$ cat src/rtl/blowfish128_cbc_ctrl.sv
// CBC-mode sequencer for the Blowfish-128 engine: chains 128-bit blocks through the
// engine one at a time and returns results over valid/ready.
module blowfish128_cbc_ctrl #(
    parameter int TIMEOUT_CYCLES = 8192
) (
    input  logic         Clk,
    input  logic         Rst,
    input  logic         Start,
    input  logic         Encrypt,
    input  logic [127:0] iv,
    input  logic         Abort,
    input  logic         in_valid,
    input  logic [127:0] in_data,
    input  logic         in_last,
    output logic         in_ready,
    output logic         out_valid,
    output logic [127:0] out_data,
    output logic         out_last,
    input  logic         out_ready,
    output logic         eng_Enable,
    output logic         eng_Encrypt,
    output logic [127:0] eng_plainText,
    input  logic [127:0] eng_cipherText,
    input  logic         eng_cipherReady,
    output logic         busy,
    output logic         done,
    output logic         timeout_err,
    output logic [1:0]   dbg_state
);

    // Handshakes: a transfer happens on a rising edge where valid and ready are both 1;
    // a source holds data stable while valid is high and ready is low.

    localparam int CW = $clog2(TIMEOUT_CYCLES + 1);

    typedef enum logic [1:0] {
        IDLE    = 2'd0,
        WAIT_IN = 2'd1,
        RUN     = 2'd2,
        OUT     = 2'd3
    } state_t;

    state_t        state;
    logic [127:0]  chain;
    logic [127:0]  blk_in;
    logic          last_q;
    logic [CW-1:0] tmo_cnt;

    always_ff @(posedge Clk) begin
        if (Rst) begin
            state         <= IDLE;
            chain         <= '0;
            blk_in        <= '0;
            last_q        <= 1'b0;
            tmo_cnt       <= '0;
            out_data      <= '0;
            out_last      <= 1'b0;
            eng_Encrypt   <= 1'b0;
            eng_plainText <= '0;
            done          <= 1'b0;
            timeout_err   <= 1'b0;
        end else begin
            done <= 1'b0;
            if (Abort) begin
                state <= IDLE;
                chain <= '0;
            end else begin
                case (state)
                    IDLE: begin
                        if (Start) begin
                            chain       <= iv;
                            eng_Encrypt <= Encrypt;
                            timeout_err <= 1'b0;
                            state       <= WAIT_IN;
                        end
                    end
                    WAIT_IN: begin
                        if (in_valid) begin
                            blk_in        <= in_data;
                            last_q        <= in_last;
                            eng_plainText <= eng_Encrypt ? (in_data ^ chain) : in_data;
                            tmo_cnt       <= '0;
                            state         <= RUN;
                        end
                    end
                    RUN: begin
                        // A response arriving on the timeout cycle is still honoured.
                        if (eng_cipherReady) begin
                            out_data <= eng_Encrypt ? eng_cipherText : (eng_cipherText ^ chain);
                            chain    <= eng_Encrypt ? eng_cipherText : blk_in;
                            out_last <= last_q;
                            state    <= OUT;
                        end else if (tmo_cnt == CW'(TIMEOUT_CYCLES - 1)) begin
                            timeout_err <= 1'b1;
                            chain       <= '0;
                            state       <= IDLE;
                        end else begin
                            tmo_cnt <= tmo_cnt + 1'b1;
                        end
                    end
                    OUT: begin
                        if (out_ready) begin
                            done  <= last_q;
                            state <= last_q ? IDLE : WAIT_IN;
                        end
                    end
                    default: state <= IDLE;
                endcase
            end
        end
    end

    assign in_ready   = (state == WAIT_IN);
    assign eng_Enable = (state == RUN);
    assign out_valid  = (state == OUT);
    assign busy       = (state != IDLE);
    assign dbg_state  = state;

endmodule

$ cat config.mk
export PLATFORM = sky130hd
export DESIGN_NAME = blowfish128_cbc_ctrl
export DESIGN_NICKNAME = d
export VERILOG_FILES = /design/src/rtl/blowfish128_cbc_ctrl.sv
export SDC_FILE = /design/constraint.sdc
export NUM_CORES = 1
export LEC_CHECK = 0
export ABC_AREA = 1
export CAP_MARGIN = 10
export CORE_AREA = 2 2 259 261
export DETAILED_ROUTE_END_ITERATION = 10
export DIE_AREA = 0 0 261 263
export GPL_ROUTABILITY_DRIVEN = 0
export PLACE_DENSITY_LB_ADDON = 0.15
export SYNTH_ARGS = -nofsm -noshare
export SYNTH_HDL_FRONTEND = slang
export SYNTH_SLANG_ARGS = --single-unit
$ cat constraint.sdc
create_clock -name Clk -period 1.8 [get_ports Clk]
set_clock_uncertainty 0.05 [all_clocks]
set_input_delay 0.18 -clock Clk [delete_from_list [all_inputs] [get_ports Clk]]
set_output_delay 0.18 -clock Clk [all_outputs]
set_load 0.005 [all_outputs]
# Yosys cells after proc, flatten, opt, wreduce, memory -nomap -nowiden
# Cells that the tools add are included.
# W data, S select, Z words.
# word_totals
ff_bits	533
inputBits	393
output_inout_bits	266
word_cells	63
# classes
n_addsub	1
eq_ne	11
muxes	22
bitwise_logic	5
n_reduce_logical	13
# ops
operator	count
$mux W128	6
$pmux W128 S2	1
$xor A128 B128 Y128	2
$mux W14	3
$pmux W14 S2	1
$add A14 B1 Y14 const B	1
$eq A14 B13 Y1 const B	1
$reduce_and A3 Y1	4
$mux W2	5
$reduce_and A5 Y1	2
$ne A2 B2 Y1 const B	4
$pmux W2 S4	1
$reduce_bool A2 Y1	3
$eq A2 B2 Y1 const B	2
$mux W1	4
$ne A2 B1 Y1 const B	2
$reduce_and A4 Y1	1
$reduce_or A4 Y1	1
$ne A3 B1 Y1 const B	1
$not A1 Y1	3
$eq A2 B1 Y1 const B	1
$logic_not A2 Y1	1
$pmux W1 S2	1
$reduce_or A2 Y1	1

# Longest topological paths before layout
# depth
word_depth	4
mapped_depth	11
depth_no_buf	11

# Worst setup path before layout
# OpenSTA, ideal clock, no wires.
# synth_timing
kind	reg2reg
startpoint	reg tmo_cnt[1]
endpoint	reg chain[76]
setup_ns	0.115
arrival_ns	1.557
required_ns	1.635
path_slack_ns	0.078
path_stages_with_launch	11
n_path_buf	2
synth_period_minus_slack_ns	1.722
cell_sequence	dfxtp_1 > ha_1 > nand3_1 > nor2_2 > nand2_1 > nand3_2 > buf_2 > buf_2 > nand3_1 > nand2_1 > nor2_1
# synth_between
elab_chain_cells	3
# synth_lines
element	line_no	text
from (decl)	47	logic [CW-1:0] tmo_cnt;
from (signal assigned)	98	tmo_cnt <= tmo_cnt + 1'b1;
$eq A14 B13 Y1	93	end else if (tmo_cnt == CW'(TIMEOUT_CYCLES - 1)) begin
$ne A3 B1 Y1 (no line)	n/a	
$reduce_and A3 Y1 (no line)	n/a	
to (signal assigned)	71	chain <= iv;
to (signal assigned)	90	chain <= eng_Encrypt ? eng_cipherText : blk_in;
to (decl)	44	logic [127:0] chain;
# No other way between the ends.
# A chain may end at the register's enable or synchronous reset.

# Worst setup path after layout
# layout_timing
startpoint	reg out_data[88]
endpoint	out out_data[88]
# layout_rtl
element	line_no	text
from (decl)	17	output logic [127:0] out_data,
from (signal assigned)	89	out_data <= eng_Encrypt ? eng_cipherText : (eng_cipherText ^ chain);
# No word-level cell between the ends.

==> impl_metrics.py <==
metrics = {
    "status": {
        "status": "finished clean",
    },
    "floorplan": {
        "chipWidth_um": 261,
        "core-area_um2": 65600,
        "die_h_um": 263,
        "dieArea_um2": 68600,
        "std_cell_rows": 94,
        "initial_core_util_pct": 37.6,
        "ioPinCount": 659,
    },
    "finish": {
        "finish.utilization_pct": 54.1,
        "n_fill_cell": 6366,
        "syn2layout_area_growth_pct": 43.8,
        "multi_input_area_um2": 12700,
        "nNetsFinal": 4442,
        "postLayoutCellArea_um2": 35500,
        "layout_common_cells": "nand2_1, a21oi_1, clkdlybuf4s50_1",
        "drive_above_1_share_pct": 7.06,
        "instances_no_fill": 4972,
        "seqCellArea_um2": 10700,
        "final_common_cell": "nand2_1",
    },
    "placed_design": {
        "dpl_cell_area_um2": 33200,
        "io_buffers": 658,
        "place_inst": 4843,
        "dpl.hpwl_mm": 67.5,
    },
    "detailed_routing": {
        "drcViolationCount": 0,
        "vias": 25600,
        "drt_iter0_drc": 1930,
        "drt_pass1_iterations": 5,
        "detail-route-antenna-nets": 0,
        "wl_per_cell_um": 19.6,
        "viasPerCell": 5.15,
        "routed_wl_mm": 97.4,
    },
    "grt": {
        "grt_pass1_wl_mm": 146,
        "grt_pass1_vias": 23900,
        "grt_max_degree": 84,
        "grt_util_all_layers_pct": 27.1,
        "overflow": 0,
        "antenna_found_initial": 28,
    },
    "timing": {
        "max_freq_ghz": 0.563,
        "post-route-min-period_ns": 1.78,
        "drv_slew": 0,
        "rsz0062_at_grt": "yes",
        "timing.final.crit_share_pct": 98.7,
        "slew_headroom_pct": 73.1,
        "hold_viol": 0,
        "worstMarginPinSlew_ns": 0.402,
        "setup_viol": 0,
    },
    "power": {
        "peakVddDrop_uv": 748,
        "p_per_area_nw_per_um2": 843,
        "power.leakage_nw": 13.6,
    },
    "clocking": {
        "cts_buffer_depth": 3,
        "cts_max_level": 2,
        "hold_buffers": 0,
        "cts_buffers": 59,
        "cts_sinks": 533,
        "root_buffer": "clkbuf_16",
        "tritoncts": "built",
        "clock_latency_ns": 0.62,
        "path_clk_slew_ns": 0.06,
    },
    "setup_path": {
        "path_class": "reg -> out",
        "crit_family": "buffers and inverters",
        "cp_max_fo": 2,
        "cp-end-kind": "output port",
        "path_cells": "clkdlybuf4s50_1",
        "worst-path-buf-inv": 1,
        "critPathLaunchType": "register",
        "critPathMaxStageDelay_ns": 0.53,
        "arrival_ns": 1.55,
        "cp.required_ns": 1.57,
        "critPathSlowestCell": "clkdlybuf4s50_1",
    },
    "synth": {
        "ys_types": 25,
        "synthCells": 3464,
        "synth_area_leaders": "dfxtp_1, a21oi_1, nand2_1, xor2_1, o21ai_0",
        "ys_seq_area_share_pct": 43.2,
        "syn_area_um2": 24700,
        "ys_ff_latch": 533,
        "synth_fp_nets": 3858,
        "yosysTopAreaCell": "dfxtp_1",
        "yosys_warnings": 0,
        "avgSynthCellArea_um2": 7.12,
        "synth_top_area_share_pct": 43.2,
    },
    "run": {
        "max_cap_viol_count": 0,
    },
    "hold_path": {
        "holdCritPathClass": "in -> reg",
    },
}
layer usage:
metal / track usage (%) / routed length [um] / vias to the layer above / part of all wire, %
met5: 0 / 159 / - / 0.16
met4: 8.63 / 2430 / 22 / 2.5
met3: 4.97 / 6540 / 157 / 6.7
met2: 43.1 / 45100 / 839 / 46
met1: 37.0 / 43200 / 12000 / 44
li1: - / - / 12600 / -
layout make-up:
type / instances / share of cell area (%)
tap: 864 / 3.05
antenna: 15 / 0.106
inverter: 52 / 0.613
multi-input combinational: 2593 / 35.8
timing repair buffer: 809 / 24.8
clock buffer: 84 / 4.74
clock inverter: 22 / 0.769
sequential: 533 / 30.2
what timing repair did:
action | in CTS | in global routing
gates cloned | 4 | 2
endpoints found under the setup margin | 74 | 195
gates resized for setup | 54 | 29
pin swaps | 3 | 3
hold endpoints to repair | 0 | 0
buffers inserted | 2 | 1
metrics by stage:
| step | setup TNS [ns] | hold WS [ns] | power, mW | worst slack [ns] |
|---|---|---|---|---|
| after global routing | -0.0225 | 0.134 | 31.1 | -0.0192 |
| after global placement | -22.87 | 0.399 | 17.6 | -0.197 |
| after detailed placement | -27.44 | 0.397 | 17.6 | -0.236 |
| after floorplan | 0 | 0.265 | 15.0 | 0.0781 |
| final | 0 | 0.118 | 29.9 | 0.0239 |
| after CTS | -0.215 | 0.0809 | 30.1 | -0.192 |
Yosys cell counts:
| library cell | instances |
|---|---|
| nor2_2 | 3 |
| buf_2 | 112 |
| a21oi_1 | 652 |
| nand2_1 | 701 |
| buf_1 | 14 |
| nand2_4 | 1 |
| inv_2 | 4 |
| inv_1 | 46 |
| ha_1 | 1 |
| o21ai_0 | 390 |
| clkbuf_1 | 159 |
| clkinv_1 | 2 |
| nor3_1 | 3 |
| nand4_1 | 9 |
| nand3_1 | 142 |
| buf_4 | 1 |
| o21bai_1 | 5 |
| nor4_1 | 1 |
| nor3_4 | 1 |
| nor2_4 | 1 |
| nand2_2 | 1 |
| nor2_1 | 425 |
| dfxtp_1 | 533 |
| nand3_2 | 1 |
| xor2_1 | 256 |
power breakdown:
group	switching, mW	leakage (nW)	internal, mW	total (mW)
Sequential	0.325	4.34	12.3	12.6
Clock	5.19	0.973	7.32	12.5
Combinational	2.49	8.28	2.36	4.85
Total	8.00	13.6	21.9	29.9
registers in the layout (all words and copies together) (netlist names):
name and cells:
out_last 1, eng_Encrypt 1, tmo_cnt 14, dbg_state 2, out_data 128, last_q 1, eng_plainText 128, timeout_err 1
chain 128, blk_in 128, done 1
kinds of logic (layout without fill, tap and decap cells):
group | Yosys count | in the layout | share of synthesized area (%)
and+or+nand+nor | 1289 | 1289 | 20.6
buffers and inverters | 338 | 967 | 5.72
adders and majority gates | 1 | 1 | 0.0507
xor gates and xnor gates | 256 | 256 | 9.09
AOI/OAI and AO/OA | 1047 | 1047 | 21.3
DFF | 533 | 533 | 43.2
other | 0 | 15 | 0
path summary, 6_finish.rpt:
path           startpoint      endpoint  slack [ns]  depth (start not counted)
max reg2reg    tmo_cnt[1]     chain[18]        0.08                         10
min reg2reg   timeout_err   timeout_err        0.40                          2
min             out_ready          done        0.12                          3
max          out_data[88]  out_data[88]        0.02                          1
Note: power is estimated with default switching activity, not from simulation.
